`src/rtl/mips_md_pkg.sv`:
```
// Shared definitions for the iterative multiply/divide unit:
// op encodings, FSM states, iteration default and the divide-by-zero quotient.
package mips_md_pkg;

    localparam int ITER_DEFAULT = 32;

    localparam logic [31:0] DIV0_QUOT = 32'hFFFFFFFF;

    typedef enum logic [1:0] {
        OP_MULT  = 2'b00,
        OP_MULTU = 2'b01,
        OP_DIV   = 2'b10,
        OP_DIVU  = 2'b11
    } md_op_t;

    typedef enum logic [1:0] {
        ST_IDLE = 2'b00,
        ST_CALC = 2'b01,
        ST_FIX  = 2'b10
    } md_state_t;

    // Magnitude of a 32-bit value; only taken when the op is signed and the value negative.
    // 32'h80000000 maps to itself, which is the correct unsigned magnitude 2^31.
    function automatic logic [31:0] md_magnitude(input logic [31:0] value, input logic is_signed);
        return (is_signed && value[31]) ? (32'd0 - value) : value;
    endfunction

endpackage

```
`src/rtl/md_iter_core.sv`:
```
// One iteration of the multiply/divide datapath on the 64-bit working register.
// Multiply: {acc, multiplier} shift-add, LSB of the multiplier selects the add.
// Divide:   {rem, quot} restoring step, quotient bit shifted in at the bottom.
module md_iter_core (
    input  logic        is_div,
    input  logic [63:0] work,
    input  logic [31:0] operand,
    output logic [63:0] work_next
);

    logic [32:0] add_sum;
    logic [32:0] trial;

    // Single-step next value of the working register for the selected operation.
    always_comb begin
        // Carry out of the accumulator add becomes the new MSB after the right shift.
        add_sum   = {1'b0, work[63:32]} + {1'b0, operand};
        // Shifted remainder needs 33 bits; a set bit 32 of the difference means it went negative.
        trial     = work[63:31] - {1'b0, operand};
        work_next = work;
        if (!is_div) begin
            if (work[0]) begin
                work_next = {add_sum, work[31:1]};
            end else begin
                work_next = {1'b0, work[63:1]};
            end
        end else begin
            if (!trial[32]) begin
                work_next = {trial[31:0], work[30:0], 1'b1};
            end else begin
                work_next = {work[62:0], 1'b0};
            end
        end
    end

endmodule

```
`src/rtl/mult_div_unit.sv`:
```
// Iterative 32-bit MULT/MULTU/DIV/DIVU unit with HI/LO result registers.
// Operands are latched as magnitudes at start, one bit is processed per cycle
// in CALC, and FIX applies sign correction and writes HI/LO.
module mult_div_unit
    import mips_md_pkg::*;
#(
    parameter int ITER = ITER_DEFAULT
) (
    input  logic        CLK,
    input  logic        RESET,
    input  logic        Start,
    input  logic [1:0]  Op,
    input  logic [31:0] Operand_A,
    input  logic [31:0] Operand_B,
    input  logic        Write_HI,
    input  logic        Write_LO,
    input  logic [31:0] Move_Data,
    output logic        Busy,
    output logic        Done,
    output logic        Div_by_zero,
    output logic [31:0] HI,
    output logic [31:0] LO
);

    localparam int CW = $clog2(ITER);

    md_state_t     state_reg, state_next;
    logic [CW-1:0] count_reg;
    logic [63:0]   work_reg, work_next;
    logic [31:0]   operand_reg;
    logic [31:0]   raw_a_reg;
    logic          div_reg;
    logic          neg_lo_reg;
    logic          neg_hi_reg;
    logic          div0_reg;
    logic [31:0]   hi_reg, lo_reg;
    logic          done_reg, dbz_reg;

    logic          accept, calc_en, fix_en;
    logic          start_signed, start_div;
    logic [31:0]   mag_a, mag_b;
    logic [63:0]   prod_fixed;
    logic [31:0]   quot_fixed, rem_fixed;
    logic [31:0]   fix_hi, fix_lo;

    md_iter_core u_core (
        .is_div    (div_reg),
        .work      (work_reg),
        .operand   (operand_reg),
        .work_next (work_next)
    );

    // State register; reset aborts any operation in flight.
    always_ff @(posedge CLK or posedge RESET) begin
        if (RESET) begin
            state_reg <= ST_IDLE;
        end else begin
            state_reg <= state_next;
        end
    end

    // Next-state logic: IDLE -> CALC on Start, CALC -> FIX after the last bit, FIX -> IDLE.
    always_comb begin
        state_next = state_reg;
        case (state_reg)
            ST_IDLE: if (Start) state_next = ST_CALC;
            ST_CALC: if (count_reg == '0) state_next = ST_FIX;
            ST_FIX:  state_next = ST_IDLE;
            default: state_next = ST_IDLE;
        endcase
    end

    // State-decoded controls; Busy covers CALC and FIX.
    always_comb begin
        accept  = (state_reg == ST_IDLE) && Start;
        calc_en = (state_reg == ST_CALC);
        fix_en  = (state_reg == ST_FIX);
        Busy    = (state_reg != ST_IDLE);
    end

    // Operand decode at start: signed ops work on magnitudes and remember the result signs.
    always_comb begin
        start_signed = ~Op[0];
        start_div    = Op[1];
        mag_a        = md_magnitude(Operand_A, start_signed);
        mag_b        = md_magnitude(Operand_B, start_signed);
    end

    // Datapath registers: load on accept, iterate in CALC, emit the Done/flag pulse from FIX.
    always_ff @(posedge CLK or posedge RESET) begin
        if (RESET) begin
            count_reg   <= '0;
            work_reg    <= '0;
            operand_reg <= '0;
            raw_a_reg   <= '0;
            div_reg     <= 1'b0;
            neg_lo_reg  <= 1'b0;
            neg_hi_reg  <= 1'b0;
            div0_reg    <= 1'b0;
            done_reg    <= 1'b0;
            dbz_reg     <= 1'b0;
        end else begin
            if (accept) begin
                count_reg   <= CW'(ITER - 1);
                // Accumulator/remainder half starts cleared.
                work_reg    <= {32'd0, start_div ? mag_a : mag_b};
                operand_reg <= start_div ? mag_b : mag_a;
                raw_a_reg   <= Operand_A;
                div_reg     <= start_div;
                neg_lo_reg  <= start_signed && (Operand_A[31] ^ Operand_B[31]);
                neg_hi_reg  <= start_signed && Operand_A[31];
                div0_reg    <= start_div && (Operand_B == 32'd0);
            end else if (calc_en) begin
                work_reg    <= work_next;
                count_reg   <= count_reg - CW'(1);
            end
            done_reg <= fix_en;
            dbz_reg  <= fix_en && div0_reg;
        end
    end

    // Sign fix-up of the raw magnitude result, with the divide-by-zero override.
    always_comb begin
        prod_fixed = neg_lo_reg ? (64'd0 - work_reg) : work_reg;
        quot_fixed = neg_lo_reg ? (32'd0 - work_reg[31:0]) : work_reg[31:0];
        rem_fixed  = neg_hi_reg ? (32'd0 - work_reg[63:32]) : work_reg[63:32];
        fix_hi     = prod_fixed[63:32];
        fix_lo     = prod_fixed[31:0];
        if (div_reg) begin
            fix_hi = rem_fixed;
            fix_lo = quot_fixed;
            if (div0_reg) begin
                fix_hi = raw_a_reg;
                fix_lo = DIV0_QUOT;
            end
        end
    end

    // HI/LO: operation result in FIX, MTHI/MTLO only when idle and no Start is being accepted.
    always_ff @(posedge CLK or posedge RESET) begin
        if (RESET) begin
            hi_reg <= '0;
            lo_reg <= '0;
        end else if (fix_en) begin
            hi_reg <= fix_hi;
            lo_reg <= fix_lo;
        end else if ((state_reg == ST_IDLE) && !Start) begin
            if (Write_HI) hi_reg <= Move_Data;
            if (Write_LO) lo_reg <= Move_Data;
        end
    end

    assign Done        = done_reg;
    assign Div_by_zero = dbz_reg;
    assign HI          = hi_reg;
    assign LO          = lo_reg;

endmodule

```
`config.mk`:
```
export PLATFORM = sky130hd
export DESIGN_NAME = mult_div_unit
export DESIGN_NICKNAME = d
export VERILOG_FILES = /design/src/rtl/mips_md_pkg.sv /design/src/rtl/md_iter_core.sv /design/src/rtl/mult_div_unit.sv
export SDC_FILE = /design/constraint.sdc
export NUM_CORES = 1
export LEC_CHECK = 0
export CAP_MARGIN = 0
export CORE_AREA = 5 5 226 228
export CTS_CLUSTER_DIAMETER = 50
export DETAILED_ROUTE_END_ITERATION = 7
export DIE_AREA = 0 0 231 233
export GPL_TIMING_DRIVEN = 1
export PLACE_DENSITY = 0.57
export SKIP_LAST_GASP = 1
export SYNTH_ARGS = -nofsm -noshare
export SYNTH_HDL_FRONTEND = slang
export SYNTH_SLANG_ARGS = --single-unit
```
`constraint.sdc`:
```
create_clock -name CLK -period 12.6 [get_ports CLK]
set_input_delay 3.78 -clock CLK [delete_from_list [all_inputs] [get_ports CLK]]
set_output_delay 3.78 -clock CLK [all_outputs]
set_load 0.03 [all_outputs]
```
### Yosys cells after proc, flatten, opt, wreduce, memory -nomap -nowiden

Cells that the tools add are included.

| storage, ports and cells | value |
|---|---|
| bits in registers | 205 |
| input port bits | 103 |
| output and inout bits | 67 |
| logic and storage cells | 73 |

| cells by class | value |
|---|---|
| reductions and logical operators | 19 |
| add/subtract/negate cells | 8 |
| eq/ne operators | 4 |
| muxes and demuxes | 27 |
| bitwise gates (word level) | 2 |

Operator list:

| kind | count |
|---|---|
| 32-bit two-way mux | 16 |
| 64-bit two-way mux | 6 |
| 1-bit by 32-bit subtractor with 32-bit output (first input constant) | 4 |
| 1-bit by 64-bit subtractor with 64-bit output (first input constant) | 1 |
| 32-bit by 32-bit adder with 33-bit output | 1 |
| 33-bit by 32-bit subtractor with 33-bit output | 1 |
| 32-bit logical NOT | 1 |
| 5-bit two-way mux | 2 |
| 2-bit nonzero test | 5 |
| 1-bit logical AND | 7 |
| 2-bit AND reduction | 3 |
| 5-bit logical NOT | 1 |
| 5-bit by 1-bit subtractor with 5-bit output (second input constant) | 1 |
| 2-bit two-way mux | 2 |
| 2-bit one-hot mux with 2 select lines | 1 |
| 2-bit by 1-bit equality test with 1-bit output (second input constant) | 1 |
| 2-bit equality test (second input constant) | 1 |
| 2-bit logical NOT | 1 |
| 2-bit by 1-bit inequality test with 1-bit output (second input constant) | 1 |
| 2-bit inequality test (second input constant) | 1 |
| 1-bit logical NOT | 1 |
| 1-bit inverter | 1 |
| 1-bit bitwise XOR | 1 |

### Depth between registers and ports, before layout

| depth | value |
|---|---|
| word-level depth | 5 |
| mapped depth | 15 |
| depth with buffers taken out | 13 |

### Cells and area by module

A second synthesis with hierarchy kept.

| unflattened totals | value |
|---|---|
| cells, all modules | 2260 |
| area, all modules | 17870.9 um^2 |

By module, submodules not included:

| module | area an instance (um^2) | cells an instance | times used | sequential area each (um^2) |
|---|---|---|---|---|
| mult_div_unit | 13056.3 | 1580 | 1 | 5129.9 |
| md_iter_core | 4814.6 | 680 | 1 | 0.0 |

### Least setup slack after synthesis

No wires, ideal clock.

| path | value |
|---|---|
| path kind | input -> register |
| start point | input Operand_A[6] |
| end point | register work_reg[27] |
| path buffers | 0 |
| setup slack | 6.363 ns |
| data required time | 12.467 ns |
| stages | 10 |
| library setup time | 0.133 ns |
| arrival time | 6.104 ns |
| path through | or4_1 nor4_1 nand3_1 nor4_1 nand2_1 o41ai_1 xor2_1 a21oi_1 a21oi_1 o21ai_0 |

| on the way | value |
|---|---|
| word-level cells in the longest chain between the ends | 4 |

Ends and longest elaborated chain:

| what | line | text |
|---|---|---|
| start: declaration | mult_div_unit.sv:13 | `input logic [31:0] Operand_A,` |
| 1-bit by 32-bit subtractor with 32-bit output | mips_md_pkg.sv:25 | `return (is_signed && value[31]) ? (32'd0 - value) : value;` |
| 32-bit two-way mux | mips_md_pkg.sv:25 |  |
| 32-bit two-way mux | mult_div_unit.sv:106 | `work_reg <= {32'd0, start_div ? mag_a : mag_b};` |
| 64-bit two-way mux | mult_div_unit.sv:103 | `if (accept) begin` |
| end signal: assignment | mult_div_unit.sv:106 |  |
| end signal: assignment | mult_div_unit.sv:114 | `work_reg <= work_next;` |
| end: declaration | mult_div_unit.sv:29 | `logic [63:0] work_reg, work_next;` |

Every way passes these cells.
A chain may end at the register's enable or synchronous reset.

### Final worst setup path

Same ends and word-level chain as after synthesis.

==> reports/summary.txt <==
filler cell count - 5,015
Primary FF master, synth - dfrtp_1
post_cts resized - 0
drt total wl - 65.9 mm
clk_lat worst skew - 0.56 ns
R2R setup slack - 7.81 ns
starting DRC count in detailed routing - 1,375
Routability Congestion - 0.966
root buf cell - clkbuf_16
M1 WL - 29.6 mm
Avg Cell Area, Syn - 7.66 sq um
sequential area share after synthesis - 30.3%
worst hold slack - 0.483 ns
Synth Warn # - 0
fraction of the mapped netlist area in adder cells - 5.42%
largest family of logic cells by synthesized area - compound AO/OA/AOI/OAI gates
Area Overhead vs Synth - 19.8%
CP required - 13.00 ns
Clock Pin Slew Worst Setup and Hold Paths - 0.06 ns
maximum vdd drop - 0.140 mV
EDFF count, synth - 0
DP HPWL - 50.8 mm
H-tree depth - 2
IO Pins - 170
Yosys reg bits - 205
Routed wire per std cell - 22.4 um
Post-CTS Setup Bufs - 0
DRT Pass-1 Iters - 5
Total GRT Usage - 23.8%
most common cell after layout, fill and taps aside - nand2_1
Worst slew margin - 17.3%
status - complete, no violations
setup violators final - 0
net count after synthesis - 2,383
Startpoint Class - primary input
HP Class - reg2reg
DRC viols - 0
Initial Utilization - 34.8%
via count - 16,900
xor/xnor share of the synthesized area - 10.4%
Cell variety after synth - 74
fin crit share - 54.2%
Final Hold Viols - 0
num rows - 81
clk sinks - 205
Worst Reg-to-Reg Cells - 12
max cap viols - 0
kind of critical path - in2reg
CP Capture Point - work_reg[27]$_DFFE_PP0P_
die width - 231 um
Max Fclk - 147 MHz
Mapped Area - 16,900 sq um
I/O Buffers - 169
antenna cells - 0
Top Metal Used - met5
RSZ-0062 raised after global routing - false
Met2 Routed Length - 30.2 mm
Synth Area in Compound Gates - 25.6%
vias in the first global route - 16,100
Routed met3 length - 4.20 mm
routed vias/inst - 5.76
minimum clock period - 6.83 ns
Largest register FFs - 64
CTS Buf Count - 36
FFs w/ async S/R, synth - 100%
CTS tree - yes
multiplexer share of the synthesized area - 4.06%
reg2reg end - work_reg[57]$_DFFE_PP0P_
first-pass GRT wire length - 100 mm
crit path from - Operand_A[6]
Crit Path Max Fanout - 6
Hold-fix buffers, CTS - 0
final slew viol count - 0
Layout Nets - 2,460
initial antenna violation count - 2
GRT overflow - 0
die area - 53,800 sq um
simple-gate area share of the yosys netlist - 19.0%
Final ANT Viol Nets - 0
die height - 233 um
Syn Inst Count - 2,208
CP Capture Type - flip-flop
largest net degree at the start of global routing - 97
worst reg2reg path startpoint - work_reg[46]$_DFFE_PP0P_
Least-Margin Pin Slew - 1.24 ns
commonest non-fill, non-tap cells in the layout - nand2_1, o21ai_0, a21oi_1
pwr dens - 282 nW/um^2
CTS Buffer Depth - 3
layout cell share with drive strength beyond 1 - 5.19%
Arrival @ worst endpoint - 7.22 ns
Leak - 0.00838 uW
core footprint - 48,600 sq um
clock skew - 0.0264 ns
post-route setup TNS - 0 ns
## critical path: stages
cell and delay [ns]:
clkdlybuf4s50_1 0.51, or4_1 0.66, nor4_1 0.37, nand3_1 0.18, nor4_1 0.55, nand2_1 0.26, o41ai_1 0.37, xor2_1 0.21
a21oi_1 0.09, a21oi_1 0.16, o21ai_0 0.08
## cell usage after synthesis, drive strengths merged, types with 9 or more instances
library cell    n  area, sq um
o41ai          21          184
ha             70          876
a221oi          9         78.8
o211ai         25          188
nor2b          20          125
a31oi          15         93.8
nor3           22          110
or4            24          184
nor2          181          679
xor2           80          701
xnor2         121         1060
nand2b         16          100
a22oi          10         75.1
dfrtp         205         5130
or3            18          118
nand4          12         75.1
nor4           15          100
o221ai          9         78.8
inv            69          259
a21o           24          180
o21ai         229         1150
a21oi         210         1050
o21a            9         67.6
buf            27          118
nand2         343         1290
a221o          13          130
o31ai          29          218
nand3          27          135
o21bai         13         97.6
clkbuf        132          495
a211oi         12         90.1
and2           10         62.6
o22ai          47          294
mux2i          64          641
## kinds of logic (layout without fill, tap and decap cells)
kind of cell,Yosys count,in the layout
buffers and inverters,229,334
flip-flops,205,205
multiplexers,68,68
adder cells (fa/ha/maj),72,72
XOR/XNOR,201,201
AO/OA/AOI/OAI,714,714
AND/OR/NAND/NOR,719,719
## power breakdown
group / total (uW) / switching [uW] / internal (uW)
registers: 1370 / 434 / 931
logic: 3350 / 1990 / 1360
clock network: 982 / 399 / 583
## final cells by class
type | count | area, sq um | share of cell area (%)
Clock buffer | 41 | 950 | 4.69
Clock inverter | 25 | 254 | 1.25
Inverter | 70 | 270 | 1.33
Multi-Input combinational cell | 1774 | 11000 | 54.1
Sequential cell | 205 | 5140 | 25.4
Tap cell | 622 | 778 | 3.84
Timing Repair Buffer | 198 | 1910 | 9.42
## worst min path at each step
stage                                      to  cells after the start  slack [ns]                      start
floorplan           raw_a_reg[26]$_DFFE_PP0P_                      2        0.44  raw_a_reg[26]$_DFFE_PP0P_
global placement           HI[18]$_DFFE_PP0P_                      2        0.46         HI[18]$_DFFE_PP0P_
detailed placement  raw_a_reg[25]$_DFFE_PP0P_                      2        0.47  raw_a_reg[25]$_DFFE_PP0P_
CTS                        HI[18]$_DFFE_PP0P_                      2        0.48         HI[18]$_DFFE_PP0P_
global route               HI[30]$_DFFE_PP0P_                      2        0.51         HI[30]$_DFFE_PP0P_
finish                     HI[18]$_DFFE_PP0P_                      2        0.48         HI[18]$_DFFE_PP0P_
## stage by stage
| stage | instance area (sq um) | setup slack [ns] | instances | utilization (%) | total power (uW) |
|---|---|---|---|---|---|
| after floorplan | 16900 | 3.22 | 2208 | - | 3630 |
| after global placement | 19000 | 5.29 | 2869 | 39.2 | 4640 |
| after detailed placement | 19000 | 5.26 | 2869 | 39.2 | 4680 |
| after CTS | 20200 | 5.84 | 2935 | 41.6 | 5690 |
| after global routing | 20200 | 5.50 | 2935 | 41.6 | 6120 |
| final | 20200 | 5.77 | 2935 | 41.6 | 5700 |
## routing by layer
layer,vias to the layer above,track usage [%]
li1,8035,-
met1,8181,33.6
met2,592,38.0
met3,99,3.71
met4,2,6.59
met5,-,0
(Power assumes the default switching activity.)
